**src/rtl/rr_ctz_pkg.sv**
```systemverilog
// rtl/rr_ctz_pkg.sv - shared FSM state type and index-width helper for the round-robin scheduler
package rr_ctz_pkg;

  typedef enum logic {
    IDLE  = 1'b0,
    OFFER = 1'b1
  } state_t;

  // Width of an index into an n-entry bitmap (never narrower than one bit).
  function automatic int idx_width(input int n);
    return (n > 2) ? $clog2(n) : 1;
  endfunction

endpackage

```
**src/rtl/ctz_find.sv**
```systemverilog
// rtl/ctz_find.sv - combinational count-trailing-zeros; all-zero input yields DATA_WIDTH
module ctz_find #(
  parameter int DATA_WIDTH = 32
) (
  input  logic [DATA_WIDTH-1:0]         din,
  output logic [$clog2(DATA_WIDTH+1)-1:0] count
);

  localparam int CW = $clog2(DATA_WIDTH + 1);

  // Scan from the top so the lowest set bit is the last one written.
  always_comb begin
    count = CW'(DATA_WIDTH);
    for (int i = DATA_WIDTH - 1; i >= 0; i--) begin
      if (din[i]) count = CW'(i);
    end
  end

endmodule

```
**src/rtl/rr_ctz_scheduler.sv**
```systemverilog
// rtl/rr_ctz_scheduler.sv - round-robin event scheduler over a pending bitmap with registered offer/handshake output
module rr_ctz_scheduler
  import rr_ctz_pkg::*;
#(
  parameter int DATA_WIDTH = 32
) (
  input  logic                               clk,
  input  logic                               reset,
  input  logic                               set_vld,
  input  logic [DATA_WIDTH-1:0]              set_mask,
  input  logic                               flush,
  output logic                               dout_vld,
  input  logic                               dout_rdy,
  output logic [idx_width(DATA_WIDTH)-1:0]   dout_idx,
  output logic [DATA_WIDTH-1:0]              pending
);

  localparam int IW = idx_width(DATA_WIDTH);
  localparam int CW = $clog2(DATA_WIDTH + 1);

  state_t                state, state_n;
  logic [DATA_WIDTH-1:0] pend, pend_n, clr;
  logic [DATA_WIDTH-1:0] onehot, sel_x, thermo, masked;
  logic [IW-1:0]         ptr, ptr_n, idx, idx_n, wrap_idx, sel_p, sel_idx;
  logic [CW-1:0]         ctz_masked, ctz_full;
  logic                  hs;

  assign dout_vld = (state == OFFER);
  assign dout_idx = idx;
  assign pending  = pend;
  assign hs       = dout_vld & dout_rdy;

  assign onehot   = DATA_WIDTH'(1) << idx;
  assign wrap_idx = (int'(idx) == DATA_WIDTH - 1) ? '0 : idx + IW'(1);

  // One selector serves both cases: IDLE searches P from ptr, OFFER searches
  // the post-grant remainder from the slot after the granted index.
  assign sel_x  = (state == OFFER) ? (pend & ~onehot) : pend;
  assign sel_p  = (state == OFFER) ? wrap_idx : ptr;
  assign thermo = ~((DATA_WIDTH'(1) << sel_p) - DATA_WIDTH'(1));
  assign masked = sel_x & thermo;

  ctz_find #(.DATA_WIDTH(DATA_WIDTH)) u_ctz_masked (
    .din   (masked),
    .count (ctz_masked)
  );

  ctz_find #(.DATA_WIDTH(DATA_WIDTH)) u_ctz_full (
    .din   (sel_x),
    .count (ctz_full)
  );

  assign sel_idx = IW'((|masked) ? ctz_masked : ctz_full);

  always_ff @(posedge clk) begin
    if (reset) begin
      state <= IDLE;
      pend  <= '0;
      ptr   <= '0;
      idx   <= '0;
    end else begin
      state <= state_n;
      pend  <= pend_n;
      ptr   <= ptr_n;
      idx   <= idx_n;
    end
  end

  always_comb begin
    state_n = state;
    ptr_n   = ptr;
    idx_n   = idx;
    clr     = '0;
    case (state)
      IDLE: begin
        if (pend != '0) begin
          idx_n   = sel_idx;
          state_n = OFFER;
        end
      end
      OFFER: begin
        if (hs) begin
          clr   = onehot;
          ptr_n = wrap_idx;
          if (sel_x != '0) idx_n = sel_idx;
          else             state_n = IDLE;
        end
      end
      default: state_n = IDLE;
    endcase
    // Set is OR-ed after the clear so a re-raised bit survives its own grant.
    pend_n = (pend & ~clr) | (set_vld ? set_mask : '0);
    if (flush) begin
      state_n = IDLE;
      ptr_n   = ptr;
      idx_n   = idx;
      pend_n  = '0;
    end
  end

endmodule

```
**config.mk**
```make
export PLATFORM = sky130hd
export DESIGN_NAME = rr_ctz_scheduler
export DESIGN_NICKNAME = d
export VERILOG_FILES = /design/src/rtl/rr_ctz_pkg.sv /design/src/rtl/ctz_find.sv /design/src/rtl/rr_ctz_scheduler.sv
export SDC_FILE = /design/constraint.sdc
export NUM_CORES = 1
export LEC_CHECK = 0
export CAP_MARGIN = 20
export CORE_ASPECT_RATIO = 1.4
export CORE_UTILIZATION = 40
export CTS_BUF_LIST = sky130_fd_sc_hd__clkbuf_2 sky130_fd_sc_hd__clkbuf_4 sky130_fd_sc_hd__clkbuf_8
export DETAILED_ROUTE_END_ITERATION = 10
export PLACE_DENSITY = 0.71
export SLEW_MARGIN = 20
export SYNTH_ARGS = -nofsm -noshare
export SYNTH_HDL_FRONTEND = slang
export SYNTH_SLANG_ARGS = --single-unit
```
**constraint.sdc**
```tcl
create_clock -name clk -period 4.16 [get_ports clk]
set_clock_uncertainty 0.2 [all_clocks]
set_input_delay 0.832 -clock clk [delete_from_list [all_inputs] [get_ports clk]]
set_output_delay 0.832 -clock clk [all_outputs]
set_load 0.005 [all_outputs]
```
; After elaboration in Yosys (flattened, before gate mapping)
; Cells that the tools add are included.
[classes]
n_addsub = 2
n_eq_ne = 4
shift = 2
n_mux = 79
n_bitwise = 10
n_reduce_logical = 6
[ops]
columns = op, n
row1 = 2-to-1 mux 5 bit, 70
row2 = 2-to-1 mux 32 bit, 4
row3 = bitwise AND 32 bit, 3
row4 = NOT 32 bit, 3
row5 = nonzero test 32 bit, 2
row6 = "left shift 1 x 5 -> 32 bit, first input constant", 2
row7 = bitwise OR 32 bit, 1
row8 = OR reduction 32 bit, 1
row9 = "subtractor 32 x 2 -> 32 bit, second input constant", 1
row10 = one-hot mux 5 bit (2 select lines), 1
row11 = "adder 5 x 1 -> 5 bit, second input constant", 1
row12 = "equality test 5 x 1 -> 1 bit, second input constant", 1
row13 = "inequality test 2 x 1 -> 1 bit, second input constant", 2
row14 = AND reduction 4 bit, 1
row15 = 2-to-1 mux 1 bit, 3
row16 = AND reduction 3 bit, 1
row17 = "inequality test 2 bit, second input constant", 1
row18 = NOT 1 bit, 2
row19 = one-hot mux 1 bit (2 select lines), 1
row20 = OR reduction 2 bit, 1
row21 = bitwise AND 1 bit, 1
[word_totals]
register_bits = 43
inputBits = 37
out_inout_bits = 38
elab_cells = 107

; Longest topological paths before layout
[logic_depth]
ltp_word = 43
depth_mapped = 20
depth_no_buf = 17

; Hierarchy
; From an unflattened synthesis, not the netlist that was laid out.
[unflattened]
cells_unflattened = 666
area_unflattened_um2 = 4598.2
[modules_own_cells]
columns = mod, instances, cells_per_inst, area_each_um2, seq_area_each_um2
row1 = rr_ctz_scheduler, 1, 536, 3862.5, 860.8
row2 = ctz_find, 2, 65, 367.9, 0.0

; Worst setup path after synthesis
; No wires, ideal clock.
[synth_timing]
kind = reg2reg
start = register idx[3], in the netlist dout_idx[3]
end = register idx[1], in the netlist dout_idx[1]
setup_time_ns = 0.088
arrival_time_ns = 4.261
t_required_ns = 3.872
slack_ns = -0.389
path_stages_with_launch = 21
n_path_buf = 4
period_less_slack_ns = 4.549
path_cell_list = dfxtp_1 > buf_2 > buf_1 > and3_1 > ha_1 > mux2i_2 > clkbuf_1 > nand2_1 > nor2_2 > nand2_1 > ha_1 > o31ai_1 > nor3_2 > and3_1 > clkbuf_1 > a221o_1 > o211ai_1 > a311oi_1 > o311ai_1 > a21oi_1 > o32ai_2
[synth_via]
elab_chain_len = 43
word_cells_on_any_way = 85
cone_classes = add/sub: 2 / eq/ne: 2 / shift: 2 / mux: 72 / bitwise: 4 / reduce/logical: 3
[synth_lines]
columns = item, line_no
row1 = "start, declared", rr_ctz_scheduler.sv:24  ; logic [IW-1:0] ptr, ptr_n, idx, idx_n, wrap_idx, sel_p, sel_idx;
row2 = "start signal, assigned", rr_ctz_scheduler.sv:65  ; idx <= idx_n;
row3 = adder 5 x 1 -> 5 bit / equality test 5 x 1 -> 1 bit (equally long branches), rr_ctz_scheduler.sv:34  ; assign wrap_idx = (int'(idx) == DATA_WIDTH - 1) ? '0 : idx + IW'(1);
row4 = 2-to-1 mux 5 bit (*), rr_ctz_scheduler.sv:34
row5 = via wrap_idx[4], rr_ctz_scheduler.sv:24
row6 = 2-to-1 mux 5 bit (*), rr_ctz_scheduler.sv:39  ; assign sel_p = (state == OFFER) ? wrap_idx : ptr;
row7 = left shift 1 x 5 -> 32 bit (*), rr_ctz_scheduler.sv:40  ; assign thermo = ~((DATA_WIDTH'(1) << sel_p) - DATA_WIDTH'(1));
row8 = subtractor 32 x 2 -> 32 bit (*), rr_ctz_scheduler.sv:40
row9 = NOT 32 bit (*), rr_ctz_scheduler.sv:40
row10 = bitwise AND 32 bit (*), rr_ctz_scheduler.sv:41  ; assign masked = sel_x & thermo;
row11 = 2-to-1 mux 5 bit (32 in a row), ctz_find.sv:15  ; if (din[i]) count = CW'(i);
row12 = 2-to-1 mux 5 bit (*), rr_ctz_scheduler.sv:53  ; assign sel_idx = IW'((|masked) ? ctz_masked : ctz_full);
row13 = 2-to-1 mux 5 bit, rr_ctz_scheduler.sv:85  ; if (sel_x != '0) idx_n = sel_idx;
row14 = 2-to-1 mux 5 bit, rr_ctz_scheduler.sv:82  ; if (hs) begin
row15 = one-hot mux 5 bit (2 select lines) (*), rr_ctz_scheduler.sv:74  ; case (state)
; Mark *: on every way through the listed nets, which the timed path passes. The rest lies on a longest branch. The select of a mux whose other input is x is not followed.
; A chain may end at the register's enable or synchronous reset.

; Worst setup path in the final report
[layout_timing]
start = register idx[0], in the netlist dout_idx[0]
end = register idx[1], in the netlist dout_idx[1]
; The elaborated chain is that of the path after synthesis.

==> results.py <==
metrics = {
    "outcome": {
        "outcome": "completed",
    },
    "critical_path": {
        "endpoint_kind": "register",
        "worst-r2r-cell-count": 15,
        "crit_path_max_fanout": 8,
        "cpMostUsedCell": "buf_4",
        "required_ns": 4.18,
        "worstPathArrival_ns": 4.07,
        "critPathSlowestCell": "or3_4",
        "crit_type": "reg2reg",
        "worstPathCellList": "buf_4 -> inv_1 -> ha_2 -> buf_4 -> or3_4 -> a211oi_4 -> nor3_2 -> buf_4 -> and3_4 -> a221o_1 -> o211ai_1 -> a311oi_2 -> o311ai_1 -> a21oi_1 -> o32ai_2",
        "crit_path_start_kind": "register",
        "cp_slowest_stage_delay_ns": 0.39,
    },
    "pwr": {
        "cell_internal_pwr_mw": 1.01,
        "p_per_area_mw_per_mm2": 291,
        "seqPwrFrac_pct": 28.0,
        "ir_drop_mv": 0.230,
        "leakagePower_nw": 2.13,
        "power_frac_comb_pct": 46.7,
        "switching_share_pct": 38.2,
        "power.switching_uw": 622,
        "p_clk_share_pct": 25.3,
    },
    "clocking": {
        "clock-sinks": 43,
        "clock_latency_ns": 0.32,
        "holdBufCountCts": 0,
        "cts_buffers": 5,
        "h-tree-depth": 2,
        "cts.clk_slew.worst_paths_ns": 0.10,
        "cts-root-buf": "clkbuf_8",
        "max-clock-path-buffers": 2,
        "tritoncts": "built",
    },
    "drt": {
        "vias": 5172,
        "first_pass_iters": 5,
        "drt-initial-drc-count": 316,
        "wl_per_cell_microns": 20.7,
        "wl_microns": 17100,
        "final_antenna_net_count": 0,
        "drc": 0,
        "post_drt_via_cell_ratio": 6.26,
    },
    "cells_and_area": {
        "final_cell_mix": "81 x nand2_1, 73 x clkdlybuf4s50_1, 72 x o21ai_0",
        "ff_latch_area_sq_um": 865,
        "n_antenna_cell": 0,
        "syn_to_final_growth_pct": 32.0,
        "final_common_cell": "nand2_1",
        "nets": 732,
        "post-route-util_pct": 54.0,
        "drive_gt1_share_pct": 16.7,
        "fillers": 1036,
        "multi_input_area_sq_mm": 0.00329,
    },
    "grt": {
        "grt_pass1_wl_microns": 26100,
        "grt_pass1_vias": 4872,
        "grt_use_total_pct": 31.8,
        "antenna_found_initial": 0,
        "grt_start_max_net_pins": 34,
        "gr-total-overflow": 0,
    },
    "place": {
        "routabilityCongestion": 0.999,
        "hpwl_microns": 13400,
        "io_buffers": 74,
    },
    "timing": {
        "setup_viol": 0,
        "fmax_mhz": 247,
        "period_share_pct": 97.3,
        "holdWs_ns": 0.300,
        "maxSlewHeadroom_pct": 48.2,
        "maxSlewViolCount": 0,
        "worst-slew-pin-transition_ns": 0.769,
        "period_needed_ns": 4.05,
        "hold_viol_final": 0,
    },
    "yosys": {
        "synth-edff-count": 0,
        "ys_seq_area_share_pct": 20.3,
        "synthesis.nets": 636,
        "yosys.area.top_type": "dfxtp_1",
        "syn_avg_cell_area_sq_um": 7.16,
        "synth-seq-cells": 43,
        "synthFlopType": "dfxtp_1",
        "yosysWarnings": 0,
        "syn-cell-area_sq_mm": 0.00423,
        "synth_top_cell_area_share_pct": 20.3,
        "yosysUniqueCellTypes": 90,
        "syn_inst": 591,
        "synth_area_leaders": "dfxtp_1 20%, o21ai_0 8.5%, a21oi_1 7.6%",
        "synthArstFlopShare_pct": 0,
    },
    "floorplanning": {
        "start_util_pct": 40.9,
        "dieWidth_microns": 89.0,
        "die_area_sq_mm": 0.0110,
        "core_sq_mm": 0.0103,
        "io_pins": 75,
        "die_h_microns": 124,
        "row_count": 44,
    },
    "worst_hold_path": {
        "holdPathStages": 2,
        "worstHoldPathType": "reg2reg",
    },
    "flow_run": {
        "cap_violations": 0,
    },
}
==> through the flow <==
step / cells / worst slack [ns] / TNS [ns] / instance area [sq um] / total power, mW
after floorplan: 591 / 0.0108 / 0 / 4260 / 0.895
after global placement: 810 / 0.0587 / 0 / 5290 / 1.16
after detailed placement: 810 / -0.0150 / -0.0150 / 5290 / 1.16
after CTS: 818 / 0.0353 / 0 / 5450 / 1.58
after global routing: 826 / -0.0113 / -0.0113 / 5590 / 1.69
final: 826 / 0.111 / 0 / 5590 / 1.63
==> worst max-delay path, delay by kind of cell, from the launching register on <==
kind	cells	cell delay (ns)
compound gates	7	1.80
fa+ha+maj	1	0.33
buf+inv	4	0.60
flops	1	0.36
simple gates	3	0.65
==> path summary, 6_finish.rpt <==
kind / start / end / slack, ns
setup / recovery: dout_idx[0]$_SDFFE_PP0P_ / dout_idx[1]$_SDFFE_PP0P_ / 0.11
hold / removal: pending[28]$_SDFF_PP0_ / pending[28]$_SDFF_PP0_ / 0.30
setup reg to reg: dout_idx[0]$_SDFFE_PP0P_ / dout_idx[1]$_SDFFE_PP0P_ / 0.11
hold reg to reg: pending[28]$_SDFF_PP0_ / pending[28]$_SDFF_PP0_ / 0.30
==> cell usage after synthesis, drive strengths merged (6+ instances only) <==
master and count:
nand3b 9, o211ai 12, nor3 13, a31oi 12, nand3 28, o21ai 83
nand2 83, nor2 36, buf 16, clkbuf 16, mux2i 9, nor2b 6
inv 8, o31ai 7, a211oi 10, nand2b 15, o21a 11, a21oi 65
dfxtp 43, ha 8
==> repair_timing <==
item	CTS	global route
resized for setup	3	18
setup buffers	0	8
setup endpoints to repair	3	5
pin swaps	2	11
==> logic make-up after synthesis <==
| logic type | synth area share, % |
|---|---|
| AOI/OAI and AO/OA | 39.3 |
| xor gates and xnor gates | 0.827 |
| adders and majority gates | 2.36 |
| buffers and inverters | 4.93 |
| DFF | 20.3 |
| muxes | 3.19 |
| and+or+nand+nor | 29.0 |
==> registers in the layout, indices dropped and copies added, names as in the netlist <==
name / flops
pending: 32
dout_idx: 5
dout_vld: 1
ptr: 5
==> area by class of cell <==
class,count,share of cell area (%)
Clock buffer,6,1.37
Sequential cell,43,15.5
Inverter,8,0.537
Clock inverter,2,1.07
Timing Repair Buffer,121,19.7
Tap cell,138,3.09
Multi-Input combinational cell,508,58.8
==> per-layer routing <==
layer	wire [microns]	track usage, %	share of wire [%]	up-vias
li1	-	-	-	2415
met1	6820	37.2	40	2461
met2	8410	55.0	49	227
met3	713	3.18	4.2	69
met4	1130	19.4	6.6	0
met5	0	0	0	-
==> power groups by stage <==
stage | sequential [mW] | clock, mW | combinational (mW)
6_report | 0.456 | 0.412 | 0.761
5_1_grt | 0.459 | 0.426 | 0.808
4_1_cts | 0.452 | 0.414 | 0.711
3_5_place_dp | 0.461 | 0 | 0.703
3_3_place_gp | 0.460 | 0 | 0.701
2_1_floorplan | 0.463 | 0 | 0.432
No activity file was read; power rests on OpenSTA's default activity.
